===== src/rtl/multicycle_control_if.sv =====
// Decode inputs and control outputs of the multicycle RISC-V controller.
// The slave modport is the controller side; master is the datapath/bench side.
interface multicycle_control_if;
  logic [6:0] opcode;
  logic [2:0] funct3;
  logic       funct7b5;
  logic       zero_flag;
  logic       mem_ready;
  logic       pc_write;
  logic       adr_src;
  logic       ir_write;
  logic       mem_write;
  logic       reg_write;
  logic [1:0] result_src;
  logic [1:0] alu_src_a;
  logic [1:0] alu_src_b;
  logic [3:0] ALU_control;
  logic [3:0] state;
  logic       illegal;

  modport slave (
    input  opcode, funct3, funct7b5, zero_flag, mem_ready,
    output pc_write, adr_src, ir_write, mem_write, reg_write, result_src,
           alu_src_a, alu_src_b, ALU_control, state, illegal
  );

  modport master (
    output opcode, funct3, funct7b5, zero_flag, mem_ready,
    input  pc_write, adr_src, ir_write, mem_write, reg_write, result_src,
           alu_src_a, alu_src_b, ALU_control, state, illegal
  );
endinterface


===== src/rtl/multicycle_control.sv =====
// Multicycle RV32I main controller: state register plus sticky illegal flag;
// all control outputs are decoded combinationally from the state and inputs.
module multicycle_control (
  input logic                   clk,
  input logic                   reset,
  multicycle_control_if.slave   bus
);
  typedef enum logic [3:0] {
    StFetch = 4'd0, StDecode = 4'd1, StMemAdr = 4'd2, StMemRead = 4'd3,
    StMemWb = 4'd4, StMemWrite = 4'd5, StExecR = 4'd6, StExecI = 4'd7,
    StAluWb = 4'd8, StBranch = 4'd9, StJal = 4'd10, StJalr = 4'd11,
    StLui = 4'd12, StAuipc = 4'd13, StJlink = 4'd14, StTrap = 4'd15
  } state_e;

  localparam logic [6:0] OpLoad  = 7'b0000011;
  localparam logic [6:0] OpStore = 7'b0100011;
  localparam logic [6:0] OpR     = 7'b0110011;
  localparam logic [6:0] OpI     = 7'b0010011;
  localparam logic [6:0] OpBr    = 7'b1100011;
  localparam logic [6:0] OpJal   = 7'b1101111;
  localparam logic [6:0] OpJalr  = 7'b1100111;
  localparam logic [6:0] OpLui   = 7'b0110111;
  localparam logic [6:0] OpAuipc = 7'b0010111;

  state_e     state_q, state_d;
  logic       illegal_q;
  logic       pc_write, ir_write, mem_write, reg_write, adr_src;
  logic [1:0] result_src, alu_src_a, alu_src_b;
  logic [3:0] alu_control;

  function automatic logic [3:0] alu_op(input logic [2:0] f3, input logic sub);
    case (f3)
      3'b000:  alu_op = sub ? 4'b1001 : 4'b0000;
      3'b001:  alu_op = 4'b0111;
      3'b010:  alu_op = 4'b0001;
      3'b011:  alu_op = 4'b0010;
      3'b100:  alu_op = 4'b0101;
      3'b101:  alu_op = 4'b1000;
      3'b110:  alu_op = 4'b0100;
      default: alu_op = 4'b0011;
    endcase
  endfunction

  always_comb begin
    state_d     = state_q;
    pc_write    = 1'b0;
    ir_write    = 1'b0;
    mem_write   = 1'b0;
    reg_write   = 1'b0;
    adr_src     = 1'b0;
    result_src  = 2'b00;
    alu_src_a   = 2'b00;
    alu_src_b   = 2'b00;
    alu_control = 4'b0000;
    case (state_q)
      StFetch: begin
        alu_src_b  = 2'b10;
        result_src = 2'b10;
        pc_write   = bus.mem_ready;
        ir_write   = bus.mem_ready;
        if (bus.mem_ready) state_d = StDecode;
      end
      StDecode: begin
        alu_src_a = 2'b01;
        alu_src_b = 2'b01;
        case (bus.opcode)
          OpLoad, OpStore: state_d = StMemAdr;
          OpR:             state_d = StExecR;
          OpI:             state_d = StExecI;
          OpBr:            state_d = StBranch;
          OpJal:           state_d = StJal;
          OpJalr:          state_d = StJalr;
          OpLui:           state_d = StLui;
          OpAuipc:         state_d = StAuipc;
          default:         state_d = StTrap;
        endcase
      end
      StMemAdr: begin
        alu_src_a = 2'b10;
        alu_src_b = 2'b01;
        state_d   = (bus.opcode == OpLoad) ? StMemRead : StMemWrite;
      end
      StMemRead: begin
        adr_src = 1'b1;
        if (bus.mem_ready) state_d = StMemWb;
      end
      StMemWrite: begin
        adr_src   = 1'b1;
        mem_write = 1'b1;
        if (bus.mem_ready) state_d = StFetch;
      end
      StMemWb: begin
        result_src = 2'b01;
        reg_write  = 1'b1;
        state_d    = StFetch;
      end
      StExecR, StExecI: begin
        alu_src_a   = 2'b10;
        alu_src_b   = (state_q == StExecI) ? 2'b01 : 2'b00;
        alu_control = alu_op(bus.funct3, (state_q == StExecR) && bus.funct7b5);
        state_d     = StAluWb;
      end
      StAluWb: begin
        reg_write = 1'b1;
        state_d   = StFetch;
      end
      StBranch: begin
        alu_src_a = 2'b10;
        state_d   = StFetch;
        case (bus.funct3)
          3'b000:  alu_control = 4'b1010;
          3'b001:  alu_control = 4'b1011;
          3'b100:  alu_control = 4'b1100;
          3'b101:  alu_control = 4'b1110;
          3'b110:  alu_control = 4'b1101;
          3'b111:  alu_control = 4'b1111;
          default: state_d     = StTrap;
        endcase
        pc_write = bus.zero_flag && (state_d == StFetch);
      end
      StJal: begin
        alu_src_a = 2'b01;
        alu_src_b = 2'b10;
        pc_write  = 1'b1;
        state_d   = StAluWb;
      end
      StJalr: begin
        alu_src_a  = 2'b10;
        alu_src_b  = 2'b01;
        result_src = 2'b10;
        pc_write   = 1'b1;
        state_d    = StJlink;
      end
      StJlink: begin
        alu_src_a  = 2'b01;
        alu_src_b  = 2'b10;
        result_src = 2'b10;
        reg_write  = 1'b1;
        state_d    = StFetch;
      end
      StLui: begin
        alu_src_b   = 2'b01;
        alu_control = 4'b0110;
        state_d     = StAluWb;
      end
      StAuipc: begin
        alu_src_a = 2'b01;
        alu_src_b = 2'b01;
        state_d   = StAluWb;
      end
      default: state_d = StTrap;
    endcase
  end

  always_ff @(posedge clk) begin
    if (reset) begin
      state_q   <= StFetch;
      illegal_q <= 1'b0;
    end else begin
      state_q <= state_d;
      if (state_d == StTrap) illegal_q <= 1'b1;
    end
  end

  // Write strobes are squashed for the whole reset cycle, including mid-access.
  assign bus.pc_write    = pc_write & ~reset;
  assign bus.ir_write    = ir_write & ~reset;
  assign bus.mem_write   = mem_write & ~reset;
  assign bus.reg_write   = reg_write & ~reset;
  assign bus.adr_src     = adr_src;
  assign bus.result_src  = result_src;
  assign bus.alu_src_a   = alu_src_a;
  assign bus.alu_src_b   = alu_src_b;
  assign bus.ALU_control = alu_control;
  assign bus.state       = state_q;
  assign bus.illegal     = illegal_q;
endmodule


===== src/flat_wrapper.sv =====
// flat-port wrapper written by rule: the top's interface ports become plain ports
module multicycle_control_flat 
  (clk, reset, bus_opcode, bus_funct3, bus_funct7b5, bus_zero_flag, bus_mem_ready, bus_pc_write, bus_adr_src, bus_ir_write, bus_mem_write, bus_reg_write, bus_result_src, bus_alu_src_a, bus_alu_src_b, bus_ALU_control, bus_state, bus_illegal);
  multicycle_control_if bus_i ();
  input logic clk;
  input logic reset;
  input wire logic [$bits(bus_i.opcode)-1:0] bus_opcode;
  input wire logic [$bits(bus_i.funct3)-1:0] bus_funct3;
  input wire logic [$bits(bus_i.funct7b5)-1:0] bus_funct7b5;
  input wire logic [$bits(bus_i.zero_flag)-1:0] bus_zero_flag;
  input wire logic [$bits(bus_i.mem_ready)-1:0] bus_mem_ready;
  output wire logic [$bits(bus_i.pc_write)-1:0] bus_pc_write;
  output wire logic [$bits(bus_i.adr_src)-1:0] bus_adr_src;
  output wire logic [$bits(bus_i.ir_write)-1:0] bus_ir_write;
  output wire logic [$bits(bus_i.mem_write)-1:0] bus_mem_write;
  output wire logic [$bits(bus_i.reg_write)-1:0] bus_reg_write;
  output wire logic [$bits(bus_i.result_src)-1:0] bus_result_src;
  output wire logic [$bits(bus_i.alu_src_a)-1:0] bus_alu_src_a;
  output wire logic [$bits(bus_i.alu_src_b)-1:0] bus_alu_src_b;
  output wire logic [$bits(bus_i.ALU_control)-1:0] bus_ALU_control;
  output wire logic [$bits(bus_i.state)-1:0] bus_state;
  output wire logic [$bits(bus_i.illegal)-1:0] bus_illegal;
  assign bus_i.opcode = bus_opcode;
  assign bus_i.funct3 = bus_funct3;
  assign bus_i.funct7b5 = bus_funct7b5;
  assign bus_i.zero_flag = bus_zero_flag;
  assign bus_i.mem_ready = bus_mem_ready;
  assign bus_pc_write = bus_i.pc_write;
  assign bus_adr_src = bus_i.adr_src;
  assign bus_ir_write = bus_i.ir_write;
  assign bus_mem_write = bus_i.mem_write;
  assign bus_reg_write = bus_i.reg_write;
  assign bus_result_src = bus_i.result_src;
  assign bus_alu_src_a = bus_i.alu_src_a;
  assign bus_alu_src_b = bus_i.alu_src_b;
  assign bus_ALU_control = bus_i.ALU_control;
  assign bus_state = bus_i.state;
  assign bus_illegal = bus_i.illegal;
  multicycle_control u_core (.clk(clk), .reset(reset), .bus(bus_i));
endmodule

===== config.mk =====
export PLATFORM = sky130hd
export DESIGN_NAME = multicycle_control_flat
export DESIGN_NICKNAME = d
export VERILOG_FILES = /design/src/rtl/multicycle_control_if.sv /design/src/rtl/multicycle_control.sv /design/src/flat_wrapper.sv
export SDC_FILE = /design/constraint.sdc
export NUM_CORES = 1
export LEC_CHECK = 0
export CORE_MARGIN = 2
export CORE_UTILIZATION = 44
export DETAILED_ROUTE_END_ITERATION = 8
export PLACE_DENSITY = 0.88
export SLEW_MARGIN = 20
export SYNTH_ARGS = -nofsm -noshare
export SYNTH_HDL_FRONTEND = slang
export SYNTH_SLANG_ARGS = --single-unit

===== constraint.sdc =====
create_clock -name clk -period 2.45 [get_ports clk]
set_input_delay 0.735 -clock clk [delete_from_list [all_inputs] [get_ports clk]]
set_output_delay 0.735 -clock clk [all_outputs]
set_load 0.01 [all_outputs]

# After elaboration in Yosys (flattened, before gate mapping)
# Cells that the tools add are included.
[totals]
reg_bits = 5
output_inout_bits = 20
input_bits = 15
[op_classes]
n_mux = 21
bitwise_logic = 5
n_eq_ne = 31
n_reduce_logical = 17
[op_table]
columns = ["cell", "n"]
rows = [
  ["$pmux W4 S9", 1],
  ["$eq A4 B4 Y1 const B", 8],
  ["$pmux W4 S8", 1],
  ["$pmux W4 S7", 1],
  ["$mux W4", 6],
  ["$pmux W4 S6", 1],
  ["$eq A7 B6 Y1 const B", 3],
  ["$eq A7 B7 Y1 const B", 3],
  ["$eq A4 B3 Y1 const B", 4],
  ["$reduce_or A5 Y1", 3],
  ["$eq A7 B5 Y1 const B", 2],
  ["$eq A3 B3 Y1 const B", 4],
  ["$pmux W4 S3", 1],
  ["$reduce_or A3 Y1", 3],
  ["$eq A4 B2 Y1 const B", 2],
  ["$logic_not A4 Y1", 2],
  ["$pmux W2 S2", 2],
  ["$reduce_or A2 Y1", 4],
  ["$eq A7 B2 Y1 const B", 1],
  ["$eq A3 B2 Y1 const B", 2],
  ["$pmux W2 S3", 1],
  ["$reduce_or A6 Y1", 1],
  ["$mux W1", 5],
  ["$and A1 B1 Y1", 4],
  ["8 further kinds", 9],
]

# Longest topological paths before layout
[depth]
word_depth = 8
depth_mapped = 7
ltp_nobuf = 5

# Least setup slack after synthesis
# OpenSTA, ideal clock, no wires.
[synth_timing]
kind = "register -> output"
start = "reg u_core.state_q[1], in the netlist u_core.bus.state[1]"
end = "out bus_ALU_control[2]"
path_stages_with_launch = 6
arrival_ps = 1520
slack_ps = 195
path_buffers = 2
cell_sequence = "dfxtp_1 -> buf_2 -> buf_2 -> and3b_1 -> nand2_1 -> o311ai_0"
[synth_via]
elab_chain_len = 3
[synth_rtl]
columns = ["item", "line_no", "source"]
rows = [
  ["start: declaration", "multicycle_control.sv:25", "state_e state_q, state_d;"],
  ["start signal: assignment", "multicycle_control.sv:157", "state_q <= StFetch;"],
  ["start signal: assignment", "multicycle_control.sv:160", "state_q <= state_d;"],
  ["$eq A4 B3 Y1", "multicycle_control.sv:55", "case (state_q)"],
  ["$reduce_or A2 Y1", "--", ""],
  ["$pmux W4 S3 (*)", "multicycle_control.sv:55", ""],
  ["end: declaration", "flat_wrapper.sv:20", "output wire logic [$bits(bus_i.ALU_control)-1:0] bus_ALU_control;"],
]
# Mark *: on every way between the ends. The rest lies on a longest branch, timed or not.

# Worst setup path after layout
[layout_timing]
start = "reg u_core.state_q[3], in the netlist u_core.bus.state[3]"
end = "out bus_ALU_control[1]"
# The elaborated chain is that of the path after synthesis.

==> metrics.cfg <==
[routing]
vias = 1287
dr.first_iter.drc_count = 29
finalWirelength_um = 3647
drc_errors = 0
antenna_left = 0
avgRoutedWirePerCell_um = 16.43
dr.pass1.iters = 4
vias_per_cell = 5.797

[sta]
min_period_over_period = 0.9923
rsz0062_at_grt = yes
setup_slack_ns = 0.01878
worst_slew_pin_slew_ns = 0.4116
fmax_ghz = 0.4113
hold_violations = 0
fin_crit_ns = 2.431
holdWs_ns = 0.5106
slew_viol_final = 0
setup_viol = 0
max_slew_margin = 0.7218
clock_skew_ns = 0.005100
finalSetupTns_ns = 0

[die]
num_rows = 16
die_w_um = 49.44
core_area_um2 = 1962
top_level_ports = 35
start_util = 0.4630
die_area_um2 = 2444
fp.dieH_um = 49.44

[critical_path]
crit_type = reg2out
cp.arrival_ns = 1.70
cp.required_ns = 1.71
cp-end-kind = output pin
start_kind = flop
worst-path-max-fanout = 5

[grt]
grt_start_max_net_pins = 14
grt.met2_usage = 0.5788
use_met1 = 0.3266
antenna_found_initial = 0
top_usage_layer = met2
grt_use_total = 0.3000
grt_pass1_vias = 1323
overflow = 0
gr-usage-met3 = 0.05215
grt_pass1_wl_um = 5844

[clock_tree]
cts.sinks = 5
insertion_delay_ns = 0.24
clk_pin_slew_ns = 0.04
clockRootBuffer = clkbuf_4
cts_tree = done
h-tree-depth = 1
cts_made_buffers = 3
cts_buffer_depth = 2

[synth]
ys.warnings.count = 0
synth.area.top_cells = dfxtp_1 (11%), a21oi_1 (6.1%), nand2_1 (5.8%)
synth_top_area_cell = dfxtp_1
netlist_instances = 133
ys_types = 47
synth_top_area_share = 0.1102
ys_ff_latch = 5
synth.avg_cell_area_um2 = 6.830
async_reset_ff_frac = 0
synth_ff_type = dfxtp_1
synth.most_common_cell = nand2_1
yosysSeqAreaShare = 0.1102
synth_area_um2 = 908.4
synth_enable_flop_cells = 0
synth.top_cells.by_count = nand2_1 (14), a21oi_1 (11), buf_2 (10), nor2_1 (10), o21ai_0 (10)
synth_fp_nets = 148

[place]
place_ws_ns = -0.6232
placed_cell_area_um2 = 1488
post-dp-hpwl_um = 2764
post-place-cells = 217
gp_congestion = 0.8965
port_buffers = 34

[power_and_ir_drop]
power.leakage_nw = 0.6942
power.total_mw = 1.490
power_density_nw_per_um2 = 985.0
vdd_drop_max_mv = 0.9500

[final_layout]
layout-drive-gt1-share = 0.3487
nets = 211
syn2layout_area_growth_pct = 66.53
final_core_util = 0.7710
fin_cells = 222
antenna_cells = 0
final_area_um2 = 1513

[hold_path]
hold_class = reg2reg

[run_status]
status = finished, final reports clean

[flow_run]
maxCapViolCount = 0

registers in the layout, summed over array words and instances (netlist names):
signal / count
u_core.bus.illegal: 1
u_core.bus.state: 4
cells in the final DEF (no fill, tap or decap), types with 3 or more instances in the layout:
cell type        count
buf_2                3
nand3b_1             3
a21oi_1             11
clkbuf_2             3
o21ai_0              9
nor2_1              10
buf_4               35
dfxtp_2              3
nor3_1               7
nand2b_1             8
nand2_1             13
a31oi_1              3
dlygate4sd2_1       11
and3b_1              3
clkdlybuf4s50_1     13
nand2_2              3
nor2b_1              3
clkbuf_4             3
layout make-up:
| type | count | area [um2] |
|---|---|---|
| well taps | 27 | 33.78 |
| fillers | 174 | 449.2 |
| repair buffers | 70 | 573.1 |
| multi-input cells | 112 | 757.0 |
| flip-flops and latches | 5 | 107.6 |
| clock buffers | 4 | 26.28 |
| inverters | 4 | 15.01 |
report_power, final:
group	total, mW	switching (mW)	internal, mW	leakage [nW]
combinational	1.22	0.624	0.601	0.636
sequential	0.173	0.0535	0.119	0.0428
clock	0.0931	0.0317	0.0614	0.0150
what timing repair did:
item                       CTS  global route
setup endpoints to repair   14             9
setup buffers                0             1
pin swaps                    2             4
hold buffers                 0             0
resized for setup           42            14
per-layer routing:
layer  share of wire  wire, um  up-vias
met1            0.40      1454      612
met2            0.54      1973       51
met3           0.045       163        6
met5               0         0        -
li1                -         -      618
met4           0.015        56        0
worst paths after layout:
path                                          start            endpoint  slack [ns]  cells after the start
worst max-delay path            u_core.bus.state[3]  bus_ALU_control[1]        0.02                      7
worst min-delay path             u_core.bus.illegal  u_core.bus.illegal        0.51                      2
worst max register to register  u_core.bus.state[3]  u_core.bus.illegal        0.61                      8
worst min register to register   u_core.bus.illegal  u_core.bus.illegal        0.51                      2
kinds of logic after synthesis:
kind of cell,synth area share
buf+inv,0.07988
simple gates,0.4298
mux,0.02479
xor+xnor,0.01929
flops,0.1102
compound gates,0.3361
worst max-delay path, cell delays in order, from the launching register on:
cell and delay [ns]:
dfxtp_2 0.37, buf_4 0.15, and3b_1 0.21, nand2_2 0.09, o21ai_0 0.08, a22oi_1 0.21, nand2_1 0.07, dlygate4sd2_1 0.28
No activity file was read; power rests on OpenSTA's default activity.
